## config.mk

```make
export PLATFORM = sky130hd
export DESIGN_NAME = alu_mult_seq
export DESIGN_NICKNAME = d
export VERILOG_FILES = /design/src/rtl/alu_mult_seq.sv
export SDC_FILE = /design/constraint.sdc
export NUM_CORES = 1
export LEC_CHECK = 0
export BUFFER_PORTS_ARGS = -buffer_cell sky130_fd_sc_hd__buf_4
export CAP_MARGIN = 20
export CELL_PAD_IN_SITES_DETAIL_PLACEMENT = 0
export CELL_PAD_IN_SITES_GLOBAL_PLACEMENT = 1
export CORE_UTILIZATION = 25
export CTS_BUF_LIST = sky130_fd_sc_hd__clkbuf_16
export CTS_CLUSTER_SIZE = 10
export DETAILED_ROUTE_END_ITERATION = 6
export PLACE_DENSITY_LB_ADDON = 0.1
export SYNTH_ARGS = -nofsm -noshare
export SYNTH_HDL_FRONTEND = slang
export SYNTH_SLANG_ARGS = --single-unit
```

## constraint.sdc

```tcl
create_clock -name clk -period 2.05 [get_ports clk]
set_clock_uncertainty 0.2 [all_clocks]
set_input_delay 0.41 -clock clk [delete_from_list [all_inputs] [get_ports clk]]
set_output_delay 0.41 -clock clk [all_outputs]
set_load 0.05 [all_outputs]
```

## src/rtl/alu_mult_seq.sv

```systemverilog
// Sequential 16x16 unsigned shift-and-add multiplier that borrows an external
// combinational ALU for its adds and shifts; keeps the low 16 product bits and flags overflow.
module alu_mult_seq (
    input  logic        clk,
    input  logic        rst_n,
    input  logic        start,
    input  logic [15:0] a,
    input  logic [15:0] b,
    output logic        busy,
    output logic        done,
    output logic [15:0] result,
    output logic        ovf,
    output logic [15:0] alu_a,
    output logic [15:0] alu_b,
    output logic [2:0]  alu_op,
    output logic        alu_cin,
    output logic        alu_invA,
    output logic        alu_invB,
    output logic        alu_sign,
    input  logic [15:0] alu_out,
    input  logic        alu_ofl,
    input  logic        alu_zero
);

    typedef enum logic [1:0] {
        S_IDLE  = 2'd0,
        S_ADD   = 2'd1,
        S_SHIFT = 2'd2,
        S_DONE  = 2'd3
    } state_t;

    localparam logic [2:0] OP_SLL = 3'd1;
    localparam logic [2:0] OP_ADD = 3'd4;

    state_t      state_q, state_d;
    logic [15:0] mcand_q, mcand_d;
    logic [15:0] mplier_q, mplier_d;
    logic [15:0] acc_q, acc_d;
    logic        ovf_q, ovf_d;
    logic [15:0] mplier_shr;
    logic        unused_alu_zero;

    assign mplier_shr      = mplier_q >> 1;
    assign unused_alu_zero = alu_zero;

    // State register
    always_ff @(posedge clk or negedge rst_n) begin
        if (!rst_n) begin
            state_q <= S_IDLE;
        end else begin
            state_q <= state_d;
        end
    end

    // Datapath registers
    always_ff @(posedge clk or negedge rst_n) begin
        if (!rst_n) begin
            mcand_q  <= 16'd0;
            mplier_q <= 16'd0;
            acc_q    <= 16'd0;
            ovf_q    <= 1'b0;
        end else begin
            mcand_q  <= mcand_d;
            mplier_q <= mplier_d;
            acc_q    <= acc_d;
            ovf_q    <= ovf_d;
        end
    end

    // Next-state logic; SHIFT exits early once no multiplier bits remain
    always_comb begin
        state_d = state_q;
        case (state_q)
            S_IDLE:  if (start) state_d = (b != 16'd0) ? S_ADD : S_DONE;
            S_ADD:   state_d = S_SHIFT;
            S_SHIFT: state_d = (mplier_shr == 16'd0) ? S_DONE : S_ADD;
            S_DONE:  state_d = S_IDLE;
            default: state_d = S_IDLE;
        endcase
    end

    always_comb begin
        mcand_d  = mcand_q;
        mplier_d = mplier_q;
        acc_d    = acc_q;
        ovf_d    = ovf_q;
        case (state_q)
            S_IDLE: begin
                if (start) begin
                    mcand_d  = a;
                    mplier_d = b;
                    acc_d    = 16'd0;
                    ovf_d    = 1'b0;
                end
            end
            S_ADD: begin
                if (mplier_q[0]) begin
                    acc_d = alu_out;
                    ovf_d = ovf_q | alu_ofl;
                end
            end
            S_SHIFT: begin
                mcand_d  = alu_out;
                mplier_d = mplier_shr;
                // A set MSB shifted out while multiplier bits remain means lost product bits
                ovf_d    = ovf_q | (mcand_q[15] & (mplier_shr != 16'd0));
            end
            default: begin
            end
        endcase
    end

    // Output logic
    always_comb begin
        busy   = 1'b0;
        done   = 1'b0;
        alu_a  = 16'd0;
        alu_b  = 16'd0;
        alu_op = OP_ADD;
        case (state_q)
            S_ADD: begin
                busy  = 1'b1;
                alu_a = acc_q;
                alu_b = mcand_q;
            end
            S_SHIFT: begin
                busy   = 1'b1;
                alu_a  = mcand_q;
                alu_b  = 16'd1;
                alu_op = OP_SLL;
            end
            S_DONE: done = 1'b1;
            default: begin
            end
        endcase
    end

    assign result   = acc_q;
    assign ovf      = ovf_q;
    assign alu_cin  = 1'b0;
    assign alu_invA = 1'b0;
    assign alu_invB = 1'b0;
    assign alu_sign = 1'b0;

endmodule

```

==> reports/results.ini <==
[synth]
synth_ff_type=dfrtp_1
syn_area_um2=2690
synth_cells=258
synth_area_leader_cell=dfrtp_1
synth_area_leaders=dfrtp_1, mux2i_1, a22o_1, o21ai_1, nand2_1
yosysSeqAreaShare_pct=47.5
yosys_warnings=0
ys_seq_elements=51
syn_area_per_cell_um2=10.4
synth.distinct_cells=31
yosysTopAreaCellShare_pct=47.5
synth-edff-count=0
async_flop_share_pct=100

[clock_network]
clkSinkCount=51
clkTransAtPathRegs_ps=70
clk_path_buf_depth=2
cts_tree=done
cts_max_level=2
clk_latency_ps=290
cts_buffers=5
clockRootBuffer=clkbuf_16

[pwr]
powerDensity_nw_per_um2=1910
ir_worst_vdd_v=0.000740
p_leak_nw=2.07

[place]
pre_cts_ws_ps=-18.6
io_buffers=104
place_congestion=0.736
placedCellCount=494
hpwl_um=5850

[routing]
drt_iter0_drc=72
viasPerCell=4.73
vias=2410
wl_per_cell_um=16.9
routed_wl_um=8590
ant_nets=0
drt_first_pass_iters=4
drc=0

[die]
die_h_um=106
die_w_um=106
rows=37
initial_core_util_pct=25.9
io-pin-count=111
core_um2=10400
die_area_um2=11200

[critical_path]
crit_start=state_q[0]$_DFFE_PN0P_
end_kind=output pin
crit_fanout=12
rr_startpoint=state_q[1]$_DFFE_PN0P_
reg2regPathDepth=9
start_kind=flip-flop
crit_type=reg -> out
cp.arrival_ps=1690
cp.required_ps=1440

[sta]
fin_crit_ps=2300
rsz0062_at_grt=yes
fin_crit_sh_pct=112
final_max_slew_viol_count=0
fmax_ghz=0.434
worstMarginPinSlew_ps=701
finalWorstSetupSlack_ps=-252
setup_viol=33
whs_ps=-25.5
hold_viol=51
slew_headroom_pct=53.2

[grt]
grt_max_degree=52
grt_pass1_wl_um=13600
track_usage_pct=16.0
antenna_found_initial=0
grt_pass1_vias=2446
grt_overflow=0

[final_layout]
final_nets=431
layout_commonest_cell=buf_4
syn_to_final_growth_pct=64.5
fin_util_pct=42.6
final_cells=509
final_cell_mix=buf_4, dfrtp_1, nand2_1
antenna_cells=0
layout-drive-gt1-share_pct=50.7

[outcome]
violations=hold timing, setup timing
status=finished with violations

[run]
maxCapViolCount=0

[min_path]
hold_path.class=in -> async

[cell type report]
cell class / count / area [um2]
fill: 1054 / 5950
tap: 136 / 170
clock inverter: 2 / 8.76
sequential: 51 / 1280
inverter: 4 / 15.0
timing repair buffer: 127 / 1320
multi-input combinational: 184 / 1510
clock buffer: 5 / 125
[cell families (layout without fill, tap and decap cells)]
kind of cell	after synthesis	count (layout)	synth area share (%)
adder cells (fa/ha/maj)	5	5	2.33
AND/OR/NAND/NOR	66	67	12.2
flip-flops	51	51	47.5
buffers and inverters	28	138	5.96
other	1	5	0.140
multiplexers	33	33	12.4
AO/OA/AOI/OAI	74	74	19.4
[per-stage QoR]
stage | setup TNS (ps) | power, W | hold slack [ps] | cell area [um2]
2_1_floorplan | -2050 | 0.00537 | -85.6 | 2910
3_3_place_gp | -69.3 | 0.00683 | 297 | 3880
3_5_place_dp | -173 | 0.00687 | 301 | 3880
4_1_cts | -7370 | 0.00834 | 1.64 | 4310
5_1_grt | -9710 | 0.00897 | 25.5 | 4420
6_report | -6730 | 0.00843 | -25.5 | 4420
[where the power goes]
part / switching [W] / internal, W / total, W
sequential: 0.000444 / 0.00151 / 0.00195
clock: 0.000375 / 0.000441 / 0.000815
combinational: 0.00317 / 0.00249 / 0.00567
total: 0.00399 / 0.00444 / 0.00843
[sequential cells by signal, indices dropped and copies added, names as in the netlist]
register / flops
mcand_q: 16
mplier_q: 16
result: 16
state_q: 2
ovf: 1
[metal layers]
metal	up-vias	part of all wire [%]	track usage, %
met3	4	4.9	3.09
met4	0	0.71	3.87
met2	69	48	25.8
met5	-	0	0
li1	1167	-	-
met1	1170	46	21.9
[Yosys cell counts, drive strengths merged, types with 3 or more instances]
master,count
a21oi,3
a22o,32
and3,15
buf,22
dfrtp,51
ha,5
inv,4
mux2i,33
nand2,34
nor4,5
o21ai,36
[path summary, 6_finish.rpt]
kind | endpoint | slack [ps]
worst max-delay path | alu_a[5] | -250
worst min-delay path | mplier_q[0]$_DFFE_PN0P_ | -30
worst max register to register | result[9]$_DFFE_PN0P_ | 100
worst min register to register | mplier_q[6]$_DFFE_PN0P_ | 310
max in group asynchronous | result[9]$_DFFE_PN0P_ | 1220
min in group clk | result[4]$_DFFE_PN0P_ | 140
[what timing repair did]
item	in CTS	in global routing
pin swaps	1	2
endpoints found under the setup margin	35	35
resized for setup	65	19
setup buffers	3	4
gates cloned	2	1
hold buffers	0	0
[worst max-delay path: stages, from the launching register on]
cell     delay [ps]
dfrtp_1         390
inv_2           100
ha_4            230
and2_4          160
buf_12          150
a22o_4          220
buf_6           150
No activity file was read; power rests on OpenSTA's default activity.
